`src/rtl/vfifo_sync_fwft_ctrl.sv`:
```
// First-word-fall-through synchronous FIFO controller driving an external
// dual-port RAM whose read address is registered inside the RAM.
//
// Ports:
//   clk, rst              sole clock (rising edge), synchronous active-high reset
//   wr_en, wr_data        push request and word
//   full, almost_full     count == DEPTH, count >= AF_LEVEL (registered)
//   rd_en, rd_data        pop request, head word (valid while !empty)
//   empty, almost_empty   count == 0, count <= AE_LEVEL (registered)
//   count                 words stored
//   overflow, underflow   sticky rejected-push / rejected-pop flags
//   ram_d_a, ram_adr_a,
//   ram_we_a              RAM write port (combinational)
//   ram_adr_b             RAM read address, registered inside the RAM
//   ram_q_b               RAM read data from its registered address
module vfifo_sync_fwft_ctrl #(
   parameter int DATA_WIDTH = 8,
   parameter int ADDR_WIDTH = 4,
   parameter int AF_LEVEL   = (1 << ADDR_WIDTH) - 1,
   parameter int AE_LEVEL   = 1
) (
   input  logic                  clk,
   input  logic                  rst,
   input  logic                  wr_en,
   input  logic [DATA_WIDTH-1:0] wr_data,
   output logic                  full,
   output logic                  almost_full,
   input  logic                  rd_en,
   output logic [DATA_WIDTH-1:0] rd_data,
   output logic                  empty,
   output logic                  almost_empty,
   output logic [ADDR_WIDTH:0]   count,
   output logic                  overflow,
   output logic                  underflow,
   output logic [DATA_WIDTH-1:0] ram_d_a,
   output logic [ADDR_WIDTH-1:0] ram_adr_a,
   output logic                  ram_we_a,
   output logic [ADDR_WIDTH-1:0] ram_adr_b,
   input  logic [DATA_WIDTH-1:0] ram_q_b
);

   localparam int CW = ADDR_WIDTH + 1;
   localparam logic [CW-1:0] DEPTH_C = CW'(1 << ADDR_WIDTH);
   localparam logic [CW-1:0] AF_C    = CW'(AF_LEVEL);
   localparam logic [CW-1:0] AE_C    = CW'(AE_LEVEL);

   logic [CW-1:0] wptr;
   logic [CW-1:0] rptr;
   logic [CW-1:0] wptr_nxt;
   logic [CW-1:0] rptr_nxt;
   logic [CW-1:0] cnt_nxt;
   logic          push_ok;
   logic          pop_ok;

   // A push while full is legal only when the same cycle vacates a slot.
   always_comb begin
      pop_ok   = rd_en && !empty && !rst;
      push_ok  = wr_en && (!full || pop_ok) && !rst;
      wptr_nxt = wptr + CW'(push_ok);
      rptr_nxt = rptr + CW'(pop_ok);
      cnt_nxt  = count + CW'(push_ok) - CW'(pop_ok);
   end

   assign ram_we_a  = push_ok;
   assign ram_adr_a = wptr[ADDR_WIDTH-1:0];
   assign ram_d_a   = wr_data;

   // Present the post-edge read pointer so the RAM's registered address
   // already points at the new head after a pop: no bubble between pops.
   assign ram_adr_b = rst ? '0 : rptr_nxt[ADDR_WIDTH-1:0];
   assign rd_data   = ram_q_b;

   always_ff @(posedge clk) begin
      if (rst) begin
         wptr         <= '0;
         rptr         <= '0;
         count        <= '0;
         full         <= 1'b0;
         empty        <= 1'b1;
         almost_full  <= (AF_C == '0);
         almost_empty <= 1'b1;
         overflow     <= 1'b0;
         underflow    <= 1'b0;
      end else begin
         wptr         <= wptr_nxt;
         rptr         <= rptr_nxt;
         count        <= cnt_nxt;
         full         <= (cnt_nxt == DEPTH_C);
         empty        <= (cnt_nxt == '0);
         almost_full  <= (cnt_nxt >= AF_C);
         almost_empty <= (cnt_nxt <= AE_C);
         if (wr_en && !push_ok)
            overflow <= 1'b1;
         if (rd_en && empty)
            underflow <= 1'b1;
      end
   end

endmodule

```
`config.mk`:
```
export PLATFORM = sky130hd
export DESIGN_NAME = vfifo_sync_fwft_ctrl
export DESIGN_NICKNAME = d
export VERILOG_FILES = /design/src/rtl/vfifo_sync_fwft_ctrl.sv
export SDC_FILE = /design/constraint.sdc
export NUM_CORES = 1
export LEC_CHECK = 0
export CORE_AREA = 2 2 53 55
export CTS_CLUSTER_SIZE = 14
export DETAILED_ROUTE_END_ITERATION = 8
export DIE_AREA = 0 0 55 57
export PLACE_DENSITY = 0.89
export SKIP_LAST_GASP = 1
export SLEW_MARGIN = 10
export SYNTH_ARGS = -nofsm -noshare
export SYNTH_HDL_FRONTEND = slang
export SYNTH_SLANG_ARGS = --single-unit
```
`constraint.sdc`:
```
create_clock -name clk -period 4.4 [get_ports clk]
set_clock_uncertainty 0.1 [all_clocks]
set_input_delay 0.66 -clock clk [delete_from_list [all_inputs] [get_ports clk]]
set_output_delay 0.66 -clock clk [all_outputs]
set_load 0.02 [all_outputs]
```
==> reports/results.ini, run 1 <==
[status]
status=complete, no violations

[drt]
drt_pre_antenna_iters=3
detail-route-antenna-nets=0
wl_mm=1.85
avgRoutedWirePerCell_microns=13.2
avgViaCountPerCell=4.73
drc=0
dr.first_iter.drc_count=7
vias=662

[cts]
cts-root-buf=clkbuf_4
cts_tree=built
htree_levels=1
cts_max_path_buffers=2
worstSkewPairLatency_ns=0.30
ctsResizeCount=0
clk_pin_slew_ns=0.10
cts_setup_buffers=0
cts_hold_buffers=0
cts_sinks=19
numCtsBuffers=3

[setup_path]
crit_required_ns=3.64
critPathArrivalTime_ns=2.69
crit_chain=clkdlybuf4s50_1, nor2_1, ha_1, ha_1, nor2b_1, clkdlybuf4s50_1
startpoint_type=input port
crit_slowest_cell=clkdlybuf4s50_1
critical-path-max-stage-delay_ns=0.64
crit_fanout=9
path_buf_inv=2
endpoint_kind=output port
path_delay_family=buffers and inverters
worstSetupPathType=in2out

[placement]
gp_congestion=0.765
portBuffers=23
placed_cell_area_sq_um=1120
dp_hpwl_mm=1.47

[floorplanning]
num_io_pins=56
num_rows=19
die_w_microns=55
die_h_microns=57
start_util_pct=37.1
core_sq_um=2620
die_area_sq_um=3140

[final_layout]
layout-drive-gt1-share_pct=10.1
syn_to_final_growth_pct=18.0
diodes=0
final_net_count=140
final_cell_area_sq_um=1150

[sta]
final.min_clock_period_ns=3.45
tns_ns=0
setup_viol=0
period_share_pct=78.4
worst_pin_slew_ns=0.300
slew_viol_final=0
hold_viol=0
rsz0062_at_grt=false
relSlewSlack_pct=79.9
max_freq_mhz=290

[global_routing]
grt.met3_usage_pct=3.40
antenna_found_initial=0
grt-ovfl-total=0
met2_usage_pct=23.0
use_met1_pct=13.3
grt_usage_pct=12.8
grt_pass1_wl_mm=2.98
grt_max_degree=18
gr-max-usage-layer=met2
grt_pass1_vias=711

[pwr]
power_density_nw_per_um2=687
vdd_drop_max_uv=582
power_w=0.000787
leakage_nw=0.478

[yosys]
seq_area_frac_synth_pct=39.2
ys_types=24
ys_seq_elements=19
synth_nets=129
synth_common_cells=19 x dfxtp_1, 16 x buf_4, 12 x nor2_1
synthCells=99
synth-main-ff-cell=dfxtp_1
async_reset_ff_share_pct=0
synth_most_common_cell=dfxtp_1
synth_top_area_share_pct=39.2
ys.warnings.count=0
syn-cell-area_sq_um=971
synth.largest_area_cell=dfxtp_1
synth_edf_count=0
syn-mean-instance-area_sq_um=9.81
yosys-top-cells-area=dfxtp_1 39%, buf_4 12%, ha_1 12%

[min_path]
hold_class=reg2reg

[job]
max_cap_viol_count=0

[state kept, by name (all words and copies together) (netlist names)]
name,flops
almost_full,1
empty,1
underflow,1
count,5
overflow,1
almost_empty,1
wptr,4
rptr,4
full,1
[per-stage QoR]
stage	hold slack [ns]	cells	utilization (%)	worst slack, ns
after global routing	0.434	140	43.8	0.804
after CTS	0.402	140	43.8	0.930
after global placement	0.362	136	42.8	1.05
after detailed placement	0.378	136	42.8	0.927
after floorplan	0.372	99	-	1.59
final	0.395	140	43.8	0.952
[routing by layer]
layer	wire length, microns	part of all wire [%]
met4	0	0
met1	714	39
met3	138	7.5
met5	0	0
met2	994	54
[worst register-to-register path: cells and delay by family, from the launching register on]
family / cells / cell delay, ns
flip-flops: 1 / 0.34
AO/OA/AOI/OAI: 2 / 0.38
adder cells (fa/ha/maj): 3 / 0.89
buffers and inverters: 1 / 0.04
AND/OR/NAND/NOR: 4 / 0.62
XOR/XNOR: 1 / 0.14
[path summary, 6_finish.rpt]
kind                  start            to  cells after the start  slack (ns)
hold / removal    underflow     underflow                      2        0.39
setup reg to reg      empty          full                     11        1.81
hold reg to reg   underflow     underflow                      2        0.39
setup / recovery        rst  ram_adr_b[1]                      6        0.95
[cells in the final DEF (no fill, tap or decap), types with 2 or more instances in the layout]
master	instances
inv_1	6
nor2b_1	9
xor2_1	4
clkbuf_4	3
clkdlybuf4s50_1	23
a21o_1	2
nor2_1	12
a31o_2	2
xnor2_1	2
dfxtp_1	19
nand3_1	3
a21oi_2	2
ha_1	9
[where the power goes]
part | switching (W) | leakage (nW) | internal, W
sequential | 0.0000267 | 0.156 | 0.000217
combinational | 0.000237 | 0.307 | 0.000218
clock | 0.0000526 | 0.0150 | 0.0000353
[logic make-up (layout without fill, tap and decap cells)]
group	Yosys count	in the layout	synth area share (%)
AO/OA/AOI/OAI	9	9	6.96
XOR/XNOR	8	8	8.76
adder cells (fa/ha/maj)	10	10	13.7
buffers and inverters	24	34	15.5
flip-flops	19	19	39.2
AND/OR/NAND/NOR	29	29	16.0
[cell type report]
type,count,area (sq um)
sequential,19,380
clock buffer,4,26.3
fill,269,1470
tap,31,38.8
multi-input combinational,56,440
timing repair buffer,24,238
inverter,6,22.5
Note: power is estimated with default switching activity, not from simulation.
==> run 2: changes to the inputs <==
Settings changed: CORE_AREA 2 2 53 55 to 2 2 58 60, DIE_AREA 0 0 55 57 to 0 0 60 62, PLACE_DENSITY 0.89 to 0.8.
Clock period 4.4 ns to 2.9 ns, I/O delays scaled along.
==> run 2 against run 1 <==
Compared with the run above:
- clock-buffer cell count down 1
- routed wire length down 4.1%
- cell area up 6.3%
- setup slack worse by 0.77 ns
- sequential power up 50%
- critical path depth up 6
- core utilization down 5.5 points
- combinational power up 64%
- worst hold slack worse by 0.012 ns
- global-route usage down 2.1 points
- non-clock buffer count up 4
- final cell count up 14%
==> reports/results.ini, run 2 (same netlist as run 1, synthesis figures left out) <==
[drt]
wl_mm=1.77
avgRoutedWirePerCell_microns=11.1
vias=672
drc=0
detail-route-antenna-nets=0
avgViaCountPerCell=4.23
dr.first_iter.drc_count=21
drt_pre_antenna_iters=4

[sta]
max_freq_mhz=368
timing.hold.ws_ns=0.382
period_share_pct=93.7
worst_pin_slew_ns=0.264
tns_ns=0
final.min_clock_period_ns=2.72
setup_viol=0
hold_viol=0
relSlewSlack_pct=82.3
slew_viol_final=0
rsz0062_at_grt=false

[placement]
dp_hpwl_mm=1.44
portBuffers=23
dp_cells=155
gp_congestion=0.818

[cts]
cts_tree=built
clk_pin_slew_ns=0.11
htree_levels=1
cts-root-buf=clkbuf_4
cts_hold_buffers=0
cts_sinks=19
numCtsBuffers=3
worstSkewPairLatency_ns=0.30
cts_max_path_buffers=2

[setup_path]
crit_chain=clkdlybuf4s50_1, nand2b_1, nand2_1, nand3b_1, ha_1, inv_1, ha_1, fa_2, a21o_1, a21oi_2, xnor2_2, nor4bb_2
startpoint_type=input port
rr_endpoint=full
rr_startpoint=empty
crit_slowest_cell=clkdlybuf4s50_1
crit_required_ns=3.01
rr_worst_depth=11
endpoint_kind=flip-flop
crit_fanout=5
critPathMostFrequentCell=ha_1
critical-path-max-stage-delay_ns=0.47
worstSetupPathType=in2reg
critPathArrivalTime_ns=2.83
reg2reg_slack_ns=0.39

[final_layout]
utilization_pct=38.3
fin_cells=159
largest_reg_flops=5
diodes=0
syn_to_final_growth_pct=25.5
layout_commonest_cell=clkdlybuf4s50_1
largest-register=count
top_regs=count: 5 flops, rptr: 4 flops, wptr: 4 flops
final_cell_mix=20 x clkdlybuf4s50_1, 19 x dfxtp_1, 12 x nor2_1
final_net_count=144
layout-drive-gt1-share_pct=16.8

[pwr]
leakage_nw=0.558
vdd_drop_max_uv=648
power_density_nw_per_um2=1020

[global_routing]
grt_pass1_wl_mm=2.90
grt_max_degree=14
grt_usage_pct=10.7
antenna_found_initial=0
grt_pass1_vias=682
grt-ovfl-total=0

[min_path]
holdPathStages=2
hold_class=reg2reg
hold_start=underflow
hold_end=underflow

[floorplanning]
die_area_sq_um=3720
num_io_pins=56
start_util_pct=30.5
core_sq_um=3180
die_w_microns=60
die_h_microns=62
num_rows=21

[job]
max_cap_viol_count=0

[status]
status=complete, no violations

-- run 2: changes by cell type in the layout (fill, tap and decap cells not counted), sizes merged --
| cell | previous run | this run |
|---|---|---|
| dlymetal6s2s | 0 | 3 |
| clkdlybuf4s50 | 23 | 20 |
| clkbuf | 4 | 3 |
| buf | 1 | 5 |
| clkinv | 0 | 1 |
-- run 2: worst max-delay path by stage --
stage / start / endpoint / slack [ns] / depth (start not counted)
6_report: rd_en / full / 0.18 / 12
5_1_grt: rd_en / full / 0.009 / 12
4_1_cts: rd_en / ram_adr_b[2] / 0.03 / 8
3_5_place_dp: rd_en / full / -0.21 / 12
3_3_place_gp: rd_en / full / -0.09 / 12
2_1_floorplan: rst / full / 0.32 / 10
-- run 2: final cells by class --
cell class / instances / area (sq um)
fillers: 326 / 1960
multi-input cells: 56 / 455
flip-flops and latches: 19 / 380
repair buffers: 28 / 275
well taps: 46 / 57.6
clock buffers: 3 / 22.5
inverters: 6 / 22.5
clock inverters: 1 / 5.00
-- run 2: what timing repair did --
item / 4_1_cts / 5_1_grt
setup buffers: 0 / 0
endpoints found under the setup margin: 0 / 6
gates resized for setup: 0 / 6
-- run 2: where the power goes --
part | switching, W | leakage [nW] | internal [W]
sequential | 0.0000359 | 0.156 | 0.000329
combinational | 0.000377 | 0.385 | 0.000373
clock | 0.0000802 | 0.0177 | 0.0000515
-- run 2: through the flow --
| step | instance area [sq um] | worst slack, ns | power (W) |
|---|---|---|---|
| after global routing | 1220 | 0.00882 | 0.00135 |
| after CTS | 1200 | 0.0299 | 0.00124 |
| after floorplan | 971 | 0.319 | 0.000889 |
| after global placement | 1170 | -0.0922 | 0.00107 |
| after detailed placement | 1170 | -0.206 | 0.00110 |
| final | 1220 | 0.183 | 0.00125 |
-- run 2: layer usage --
| layer | wire length, microns | up-vias | track usage [%] |
|---|---|---|---|
| met5 | 0 | - | 0 |
| met4 | 21 | 0 | 3.81 |
| met3 | 175 | 5 | 4.97 |
| met2 | 904 | 28 | 17.9 |
| met1 | 669 | 306 | 12.1 |
| li1 | - | 333 | - |
-- run 2: worst max-delay path, delay by kind of cell --
| family | cells | cell delay (ns) |
|---|---|---|
| compound gates | 2 | 0.35 |
| xor+xnor | 1 | 0.12 |
| fa+ha+maj | 3 | 0.84 |
| buf+inv | 2 | 0.51 |
| simple gates | 4 | 0.57 |
